## src/rtl/ps2_host_tx.sv

```systemverilog
// PS/2 host-to-device transmitter: command FIFO feeding the request-to-send
// sequence on the open-drain clock/data pads, with ack and timeout reporting.
module ps2_host_tx #(
  parameter int unsigned INHIBIT_CYCLES = 5000,
  parameter int unsigned TIMEOUT_CYCLES = 750000,
  parameter int unsigned FIFO_DEPTH     = 4
) (
  input  logic                          clk_i,
  input  logic                          rst_ni,
  input  logic                          cmd_valid,
  input  logic [7:0]                    cmd_data,
  output logic                          cmd_ready,
  input  logic                          ps2_clk_i,
  input  logic                          ps2_data_i,
  output logic                          ps2_clk_oe,
  output logic                          ps2_data_oe,
  output logic                          rx_inhibit,
  output logic                          tx_busy,
  output logic                          tx_ack,
  output logic                          tx_error_no_ack,
  output logic                          tx_error_timeout,
  output logic [$clog2(FIFO_DEPTH):0]   fifo_count
);

  localparam int unsigned AW = $clog2(FIFO_DEPTH);
  localparam int unsigned IW = $clog2(INHIBIT_CYCLES + 1);
  localparam int unsigned TW = $clog2(TIMEOUT_CYCLES + 1);
  localparam logic [IW-1:0] INH_LAST = IW'(INHIBIT_CYCLES);
  localparam logic [TW-1:0] TMO_LOAD = TW'(TIMEOUT_CYCLES);

  typedef enum logic [2:0] {
    S_IDLE, S_INHIBIT, S_REQ, S_SHIFT, S_ACK, S_RELEASE
  } state_t;

  state_t        state, state_n;
  logic          clk_s1, clk_s2, clk_d, data_s1, data_s2;
  logic          fe;
  logic [7:0]    mem [FIFO_DEPTH];
  logic [AW-1:0] wr_ptr, rd_ptr;
  logic [AW:0]   count;
  logic          push, pop;
  logic [IW-1:0] inh_cnt, inh_n;
  logic [TW-1:0] to_cnt, to_n;
  logic [9:0]    frame, frame_n;
  logic [3:0]    bitcnt, bitcnt_n;
  logic          clk_oe_n, data_oe_n, ack_n, nack_n, tmo_n;

  // Pad synchronizers plus edge-detect stage; reset to the idle-high bus level
  always_ff @(posedge clk_i or negedge rst_ni) begin
    if (!rst_ni) begin
      clk_s1  <= 1'b1;
      clk_s2  <= 1'b1;
      clk_d   <= 1'b1;
      data_s1 <= 1'b1;
      data_s2 <= 1'b1;
    end else begin
      clk_s1  <= ps2_clk_i;
      clk_s2  <= clk_s1;
      clk_d   <= clk_s2;
      data_s1 <= ps2_data_i;
      data_s2 <= data_s1;
    end
  end

  assign fe = clk_d & ~clk_s2;

  assign cmd_ready  = (count != (AW+1)'(FIFO_DEPTH));
  assign push       = cmd_valid & cmd_ready;
  assign pop        = (state == S_IDLE) && (count != '0);
  assign fifo_count = count;
  assign rx_inhibit = (state != S_IDLE);
  assign tx_busy    = (state != S_IDLE) || (count != '0);

  // FIFO storage, written only on accepted pushes
  always_ff @(posedge clk_i) begin
    if (push) mem[wr_ptr] <= cmd_data;
  end

  // FIFO pointers and occupancy; power-of-two depth lets pointers wrap naturally
  always_ff @(posedge clk_i or negedge rst_ni) begin
    if (!rst_ni) begin
      wr_ptr <= '0;
      rd_ptr <= '0;
      count  <= '0;
    end else begin
      if (push) wr_ptr <= wr_ptr + 1'b1;
      if (pop)  rd_ptr <= rd_ptr + 1'b1;
      case ({push, pop})
        2'b10:   count <= count + 1'b1;
        2'b01:   count <= count - 1'b1;
        default: count <= count;
      endcase
    end
  end

  // FSM state, registered pad enables, counters and status pulses
  always_ff @(posedge clk_i or negedge rst_ni) begin
    if (!rst_ni) begin
      state            <= S_IDLE;
      ps2_clk_oe       <= 1'b0;
      ps2_data_oe      <= 1'b0;
      tx_ack           <= 1'b0;
      tx_error_no_ack  <= 1'b0;
      tx_error_timeout <= 1'b0;
      inh_cnt          <= '0;
      to_cnt           <= '0;
      frame            <= '0;
      bitcnt           <= '0;
    end else begin
      state            <= state_n;
      ps2_clk_oe       <= clk_oe_n;
      ps2_data_oe      <= data_oe_n;
      tx_ack           <= ack_n;
      tx_error_no_ack  <= nack_n;
      tx_error_timeout <= tmo_n;
      inh_cnt          <= inh_n;
      to_cnt           <= to_n;
      frame            <= frame_n;
      bitcnt           <= bitcnt_n;
    end
  end

  // Next state and next pad/pulse values; pad enables are registered, so each
  // branch sets the value that appears from the following edge onward
  always_comb begin
    state_n   = state;
    clk_oe_n  = ps2_clk_oe;
    data_oe_n = ps2_data_oe;
    inh_n     = inh_cnt;
    to_n      = to_cnt;
    frame_n   = frame;
    bitcnt_n  = bitcnt;
    ack_n     = 1'b0;
    nack_n    = 1'b0;
    tmo_n     = 1'b0;
    unique case (state)
      S_IDLE: begin
        clk_oe_n  = 1'b0;
        data_oe_n = 1'b0;
        if (pop) begin
          frame_n  = {1'b1, ~^mem[rd_ptr], mem[rd_ptr]};
          bitcnt_n = '0;
          inh_n    = '0;
          state_n  = S_INHIBIT;
        end
      end
      S_INHIBIT: begin
        clk_oe_n  = 1'b1;
        data_oe_n = 1'b0;
        if (inh_cnt == INH_LAST) begin
          data_oe_n = 1'b1;
          state_n   = S_REQ;
        end else begin
          inh_n = inh_cnt + 1'b1;
        end
      end
      S_REQ: begin
        clk_oe_n  = 1'b0;
        data_oe_n = 1'b1;
        to_n      = TMO_LOAD;
        state_n   = S_SHIFT;
      end
      S_SHIFT: begin
        clk_oe_n = 1'b0;
        to_n     = fe ? TMO_LOAD : to_cnt - 1'b1;
        if (fe) begin
          data_oe_n = ~frame[0];
          frame_n   = {1'b1, frame[9:1]};
          bitcnt_n  = bitcnt + 1'b1;
          if (bitcnt == 4'd9) state_n = S_ACK;
        end
      end
      S_ACK: begin
        clk_oe_n = 1'b0;
        to_n     = fe ? TMO_LOAD : to_cnt - 1'b1;
        if (fe) begin
          ack_n   = ~data_s2;
          nack_n  = data_s2;
          state_n = S_RELEASE;
        end
      end
      S_RELEASE: begin
        clk_oe_n = 1'b0;
        to_n     = fe ? TMO_LOAD : to_cnt - 1'b1;
        if (clk_s2 && data_s2) state_n = S_IDLE;
      end
      default: state_n = S_IDLE;
    endcase
    // Timeout overrides any other outcome in the waiting states; firing when
    // the counter would step from 1 to 0 gives exactly TIMEOUT_CYCLES cycles
    if ((state == S_SHIFT || state == S_ACK || state == S_RELEASE) &&
        !fe && to_cnt == TW'(1)) begin
      clk_oe_n  = 1'b0;
      data_oe_n = 1'b0;
      ack_n     = 1'b0;
      nack_n    = 1'b0;
      tmo_n     = 1'b1;
      state_n   = S_IDLE;
    end
  end

endmodule

```

## config.mk

```make
export PLATFORM = sky130hd
export DESIGN_NAME = ps2_host_tx
export DESIGN_NICKNAME = d
export VERILOG_FILES = /design/src/rtl/ps2_host_tx.sv
export SDC_FILE = /design/constraint.sdc
export NUM_CORES = 1
export LEC_CHECK = 0
export CAP_MARGIN = 20
export CELL_PAD_IN_SITES_DETAIL_PLACEMENT = 0
export CELL_PAD_IN_SITES_GLOBAL_PLACEMENT = 2
export CORE_UTILIZATION = 41
export CTS_CLUSTER_SIZE = 12
export DETAILED_ROUTE_END_ITERATION = 8
export PLACE_DENSITY = 0.8
export SYNTH_ARGS = -nofsm -noshare
export SYNTH_HDL_FRONTEND = slang
export SYNTH_SLANG_ARGS = --single-unit
```

## constraint.sdc

```tcl
create_clock -name clk_i -period 3 [get_ports clk_i]
set_clock_uncertainty 0.15 [all_clocks]
set_input_delay 0.45 -clock clk_i [delete_from_list [all_inputs] [get_ports clk_i]]
set_output_delay 0.45 -clock clk_i [all_outputs]
set_load 0.02 [all_outputs]
```

==> results of run 1 <==
-- area by class of cell --
class	instances	area, um2
repair buffers	33	300.3
clock inverters	7	100.1
inverters	19	71.32
flip-flops and latches	99	2644
fillers	1044	5914
well taps	143	178.9
clock buffers	9	225.2
multi-input cells	290	1984
-- synthesized netlist by cell type (all sizes together), types with 11 or more instances --
| cell type | number | area, um2 |
|---|---|---|
| a21oi | 20 | 103.9 |
| dfrtp | 62 | 1551 |
| edfxtp | 32 | 960.9 |
| ha | 11 | 137.6 |
| inv | 19 | 71.31 |
| nand2 | 49 | 183.9 |
| nand3 | 11 | 55.05 |
| nor2 | 33 | 140.1 |
| nor3 | 11 | 71.32 |
| o21ai | 24 | 120.1 |
| xnor2 | 18 | 157.7 |
-- metrics by stage --
stage          instance area, um2  hold slack (ps)
6_report                     5504            117.5
3_5_place_dp                 5179            201.3
5_1_grt                      5504            211.8
2_1_floorplan                4791            4.409
3_3_place_gp                 5179            195.6
4_1_cts                      5504            188.2
-- metal layers --
metal	vias up	wire [um]	part of all wire (%)	global-route usage [%]
met4	0	124	1.3	6.767
li1	1603	-	-	-
met5	-	0	0	0
met1	1600	4411	47	22.55
met3	9	300	3.2	4.056
met2	44	4487	48	29.15
-- cell families after synthesis --
family | after synthesis
mux | 10
fa+ha+maj | 12
simple gates | 156
xor+xnor | 26
compound gates | 86
flops | 99
buf+inv | 36
-- state kept, by name, indices dropped and copies added, names as in the netlist, 2 cells and up --
signal      flops
rd_ptr          2
wr_ptr          2
fifo_count      3
to_cnt         20
state           3
inh_cnt        13
frame          10
mem            32
bitcnt          4
-- worst register-to-register path, delay by kind of cell, from the launching register on --
| kind | cells | cell delay (ps) |
|---|---|---|
| XOR/XNOR | 2 | 310 |
| buffers and inverters | 2 | 170 |
| AND/OR/NAND/NOR | 3 | 620 |
| flip-flops | 1 | 540 |
| adder cells (fa/ha/maj) | 2 | 580 |
-- worst paths after layout --
path / startpoint / end / slack (ps)
setup reg to reg: state[0]$_DFFE_PN0P_ / fifo_count[2]$_DFFE_PN0P_ / 540
max in group asynchronous: rst_ni / inh_cnt[3]$_DFFE_PN0P_ / 1970
hold / removal: rst_ni / tx_error_no_ack$_DFF_PN0_ / 120
hold reg to reg: clk_s1$_DFF_PN1_ / clk_s2$_DFF_PN1_ / 210
min in group clk_i: clk_s1$_DFF_PN1_ / clk_s2$_DFF_PN1_ / 210
setup / recovery: state[0]$_DFFE_PN0P_ / tx_busy / 280
-- where the power goes --
part	internal, W	switching, W
Combinational	0.000882	0.00112
Sequential	0.00172	0.000316
Clock	0.000681	0.000576
Total	0.00329	0.00202
==> results.md, run 1 <==
• **Sinks on Clock Net** 99
• **GRT Overall Usage** 17.64%
• **parity-gate share of the synthesized area counting xor and xnor cells** 4.910%
• **Crit path buffers/inverters** 2
• **dominant combinational cell family by area after synthesis** simple AND/OR/NAND/NOR gates
• **total via count after detailed routing** 3256
• **leakage power** 2.121 nW
• **final total power** 0.005303 W
• **critical-path cell list** nor3_4, and2_1, inv_1, clkdlybuf4s50_1
• **Num CTS Buffers** 9
• **WL/cell** 15.54 um
• **headroom to the max-slew limit** 41.24%
• **Clock Path Buffers** 2
• **die outline width** 110.1 um
• **die footprint** 12120 um2
• **Clock Pin Slew Worst Setup and Hold Paths** 80 ps
• **max_cap viols** 0
• **Worst Max-Slew Pin Slew** 881.3 ps
• **number of placed cells counting well taps** 584
• **wire length of the first global-routing pass** 16130 um
• **post-CTS setup buffer count** 0
• **Top Ports** 24
• **number of antenna cells inserted** 0
• **area overhead of the layout relative to synthesis** 14.89%
• **# setup viols final** 0
• **clock tree from TritonCTS** built
• **Critical-path top delay cell** sky130_fd_sc_hd__clkdlybuf4s50_1
• **buffer type at the clock tree root** sky130_fd_sc_hd__clkbuf_16
• **ANT nets after route** 0
• **Top Family by Delay on Critical Path** buffers and inverters
• **ratio of final minimum period to clock period** 90.81%
• **worst setup slack after placement** 551.8 ps
• **total global routing overflow** 0
• **Core Util, Final** 48.20%
• **post-route setup TNS** 0 ps
• **final critical path time including I/O delays and setup** 2724 ps
• **number of storage elements in the synthesis netlist** 99
• **flip-flop cell with the highest count after synthesis** sky130_fd_sc_hd__dfrtp_1
• **drt first-iter violations** 175
• **depth of the critical timing path with buffers and inverters included** 4
• **count of nets after finishing** 477
• **required time of the critical path** 2400 ps
• **cell area after synthesis** 4791 um2
• **critical path endpoint category** output port
• **synthesized instance count** 425
• **clock insertion delay at the later pin of the skew report** 350 ps
• **arrival time of data at the critical path endpoint** 2120 ps
• **multiplexer area fraction after synthesis** 4.205%
• **deepest level of the CTS H-tree** 3
• **type of the worst min-delay path** primary input to asynchronous set/reset pin
• **critical-path maximum fanout** 14
• **placement row count** 39
• **die span in y** 110.1 um
• **Post-synth EDFFs** 32
• **Synth Warn #** 0
• **Via-to-Cell Ratio** 5.427
• **part of the Yosys area used for sequential elements** 55.18%
• **delay of the slowest critical-path stage** 560 ps
• **Yosys cell types** 70
• **Async SR Flop Fraction** 67.68%
• **wirelength, routed** 9324 um
• **count of non-filler cells in the finished layout** 600
• **reg2reg path depth** 9
• **post_cts resized** 0
• **commonest non-fill, non-tap cell in the layout** sky130_fd_sc_hd__dfrtp_1
• **Final Hold Violating Endpoints** 0
• **Peak Freq** 367.1 MHz
• **via count of the first global-routing pass** 3319
• **kind of critical path** register to output port
• **DRC errors left** 0
• **port buffer count** 23
• **simple logic cell fraction of the synthesized area** 17.60%
• **Post-Synthesis Net Count** 450
• **HPWL after detailed placement** 6252 um
• **initial antenna violation count** 0
• **fraction of layout instances using a drive strength above 1** 11.82%
• **number of iterations in the first detailed-routing pass** 5
• **Syn Area/Cell** 11.27 um2
• **effective utilization at floorplan** 41.96%
• **post-synthesis share of cell area spent on full adders, half adders and majority gates** 3.291%
• **final count of pins violating max slew** 0
• **most frequent cells in the layout** sky130_fd_sc_hd__dfrtp_1, sky130_fd_sc_hd__nand2_1, sky130_fd_sc_hd__nor2_1, sky130_fd_sc_hd__edfxtp_1
• **worst supply voltage drop on vdd** 0.4296 mV
• **fin worst setup slack** 275.6 ps
• **pin count of the biggest net entering global routing** 68
• **number of hold buffers added after cts** 0
• **complex-gate fraction of the synthesized area** 11.41%
• **kind of start point of the critical path** register
• **outcome** finished clean
• **Core Box Area** 11420 um2
• **setup repair after global routing missed its margin** no
• **last weighted congestion value of the routability-driven placer** 0.7694
• **power per standard cell area** 963.5 nW/um2
Note: power is estimated with default switching activity, not from simulation.
==> run 2, diff against run 1 <==
- GPL_TIMING_DRIVEN: default -> 0
- PLACE_DENSITY: 0.8 -> default
- PLACE_DENSITY_LB_ADDON: default -> 0.1
==> results.md, run 2 (synthesis gave the netlist of run 1 again) <==
• **ANT nets after route** 0, unchanged
• **worst setup slack after placement** 123.7 ps, was 551.8 ps
• **wirelength, routed** 9666 um, was 9324 um
• **arrival time of data at the critical path endpoint** 2250 ps, was 2120 ps
• **DRC errors left** 0, unchanged
• **sequential share of power** 37.5%, was 38.5%
• **max reg flops** 32, unchanged
• **ratio of final minimum period to clock period** 94.92%, was 90.81%
• **Int Pwr** 0.003189 W, was 0.003287 W
• **delay of the slowest critical-path stage** 550 ps, was 560 ps
• **outcome** finished clean, unchanged
• **Sinks on Clock Net** 99, unchanged
• **number of iterations in the first detailed-routing pass** 4, was 5
• **setup repair after global routing missed its margin** no, unchanged
• **type of the worst min-delay path** primary input to asynchronous set/reset pin, unchanged
• **HPWL after detailed placement** 6479 um, was 6252 um
• **GRT Overall Usage** 18.25%, was 17.64%
• **Peak Freq** 351.2 MHz, was 367.1 MHz
• **final critical path time including I/O delays and setup** 2848 ps, was 2724 ps
• **Clock Pin Slew Worst Setup and Hold Paths** 70 ps, was 80 ps
• **Num CTS Buffers** 9, unchanged
• **count of nets after finishing** 483, was 477
• **leakage power** 2.111 nW, was 2.121 nW
• **fraction of power spent switching nets** 38.99%, was 38.01%
• **die outline width** 110.1 um, unchanged
• **post-CTS setup buffer count** 0, unchanged
• **placement row count** 39, unchanged
• **Top Ports** 24, unchanged
• **Final Hold Violating Endpoints** 0, unchanged
• **critical-path cell list** nor3_2, and2_1, inv_1, clkdlybuf4s50_1, was nor3_4, and2_1, inv_1, clkdlybuf4s50_1
• **Via-to-Cell Ratio** 5.380, was 5.427
• **number of placed cells counting well taps** 591, was 584
• **clock power share** 22.1%, was 23.7%
• **fraction of layout instances using a drive strength above 1** 11.45%, was 11.82%
• **Comb power frac** 40.5%, was 37.8%
• **Clock Path Buffers** 2, unchanged
• **# setup viols final** 0, unchanged
• **critical path endpoint category** output port, unchanged
• **worst supply voltage drop on vdd** 0.5394 mV, was 0.4296 mV
• **drt first-iter violations** 120, was 175
• **last weighted congestion value of the routability-driven placer** 0.7395, was 0.7694
• **WL/cell** 15.95 um, was 15.54 um
• **initial antenna violation count** 0, unchanged
• **clock tree from TritonCTS** built, unchanged
• **Critical-path top delay cell** sky130_fd_sc_hd__clkdlybuf4s50_1, unchanged
• **via count of the first global-routing pass** 3266, was 3319
• **headroom to the max-slew limit** 37.14%, was 41.24%
• **deepest level of the CTS H-tree** 3, unchanged
• **power per standard cell area** 953.3 nW/um2, was 963.5 nW/um2
• **final count of pins violating max slew** 0, unchanged
• **kind of start point of the critical path** register, unchanged
• **pin count of the biggest net entering global routing** 68, unchanged
• **registers with the most flip-flops** mem (32), to_cnt (20), inh_cnt (13), unchanged
• **Worst Max-Slew Pin Slew** 934.3 ps, was 881.3 ps
• **critical-path maximum fanout** 4, was 14
• **register with the most flip-flops** mem, unchanged
• **switching component of the power** 0.002038 W, was 0.002016 W
• **clock insertion delay at the later pin of the skew report** 360 ps, was 350 ps
• **FILL cells** 1086, was 1044
• **wire length of the first global-routing pass** 16520 um, was 16130 um
• **commonest non-fill, non-tap cell in the layout** sky130_fd_sc_hd__dfrtp_1, unchanged
• **port buffer count** 23, unchanged
• **die span in y** 110.1 um, unchanged
• **die footprint** 12120 um2, unchanged
• **total via count after detailed routing** 3260, was 3256
• **kind of critical path** register to output port, unchanged
• **area overhead of the layout relative to synthesis** 14.44%, was 14.89%
• **Core Util, Final** 48.02%, was 48.20%
• **effective utilization at floorplan** 41.96%, unchanged
• **max_cap viols** 0, unchanged
• **most frequent cells in the layout** sky130_fd_sc_hd__dfrtp_1, sky130_fd_sc_hd__nand2_1, sky130_fd_sc_hd__nor2_1, sky130_fd_sc_hd__edfxtp_1, unchanged
• **Core Box Area** 11420 um2, unchanged
• **buffer type at the clock tree root** sky130_fd_sc_hd__clkbuf_16, unchanged
• **total global routing overflow** 0, unchanged
• **required time of the critical path** 2400 ps, about the same
• **number of antenna cells inserted** 0, unchanged
• **fin worst setup slack** 152.3 ps, was 275.6 ps
• **count of non-filler cells in the finished layout** 606, was 600
## run 2: cell types whose count changed in the layout (fill, tap and decap cells not counted), moves of 2 or more
cell                       before  now
sky130_fd_sc_hd__buf_4         10    2
sky130_fd_sc_hd__clkbuf_1       0    6
sky130_fd_sc_hd__buf_6          0    2
sky130_fd_sc_hd__buf_2          1    6
## run 2: final cells by class
cell class / count / area [um2] / share of cell area (%)
Multi-Input combinational cell: 290 / 1984 / 36.19
Buffer: 16 / 87.58 / 1.597
Tap cell: 143 / 178.9 / 3.263
Clock inverter: 7 / 63.81 / 1.164
Clock buffer: 9 / 225.2 / 4.108
Sequential cell: 99 / 2644 / 48.22
Inverter: 19 / 71.32 / 1.301
Timing Repair Buffer: 23 / 227.7 / 4.153
## run 2: metrics by stage
step | instance area, um2 | total power [W] | setup TNS [ps] | hold slack [ps]
6_report | 5483 | 0.005227 | 0 | 45.61
4_1_cts | 5487 | 0.005304 | 0 | 97.45
5_1_grt | 5483 | 0.005647 | 0 | 142.9
3_5_place_dp | 5197 | 0.004133 | 0 | 198.5
2_1_floorplan | 4791 | 0.003534 | 0 | 4.409
3_3_place_gp | 5200 | 0.004108 | -68550 | 196.0
## run 2: power groups by stage
stage                     clock network, W  registers [W]  logic [W]
after global routing               0.00123        0.00201    0.00240
final                              0.00115        0.00196    0.00211
after detailed placement                 0        0.00198    0.00215
after floorplan                          0        0.00197    0.00157
after global placement                   0        0.00198    0.00213
after CTS                          0.00119        0.00196    0.00215
## run 2: repair_timing
item                                    in CTS  in global routing
endpoints found under the hold margin        0                  0
gates resized for setup                      0                  0
endpoints found under the setup margin       0                  1
hold buffers                                 0                  0
## run 2: layer usage
metal | GRT usage (%) | up-vias | part of all wire (%)
met3 | 5.409 | 11 | 3.3
li1 | - | 1610 | -
met4 | 5.733 | 0 | 1.4
met2 | 29.33 | 41 | 48
met5 | 0 | - | 0
met1 | 23.74 | 1598 | 48
## run 2: worst max-delay path, delay by kind of cell, from the launching register on
kind / cells / cell delay (ps)
buffers and inverters: 2 / 660
DFF: 1 / 420
and+or+nand+nor: 2 / 810
## run 2: path summary, 6_finish.rpt
path	depth (start not counted)	end	startpoint	slack, ps
setup / recovery	4	tx_busy	fifo_count[1]$_DFFE_PN0P_	150
hold / removal	1	inh_cnt[4]$_DFFE_PN0P_	rst_ni	50
setup reg to reg	10	fifo_count[2]$_DFFE_PN0P_	state[1]$_DFFE_PN0P_	520
hold reg to reg	0	clk_s2$_DFF_PN1_	clk_s1$_DFF_PN1_	210
max in group asynchronous	1	inh_cnt[1]$_DFFE_PN0P_	rst_ni	2080
min in group clk_i	0	clk_s2$_DFF_PN1_	clk_s1$_DFF_PN1_	210
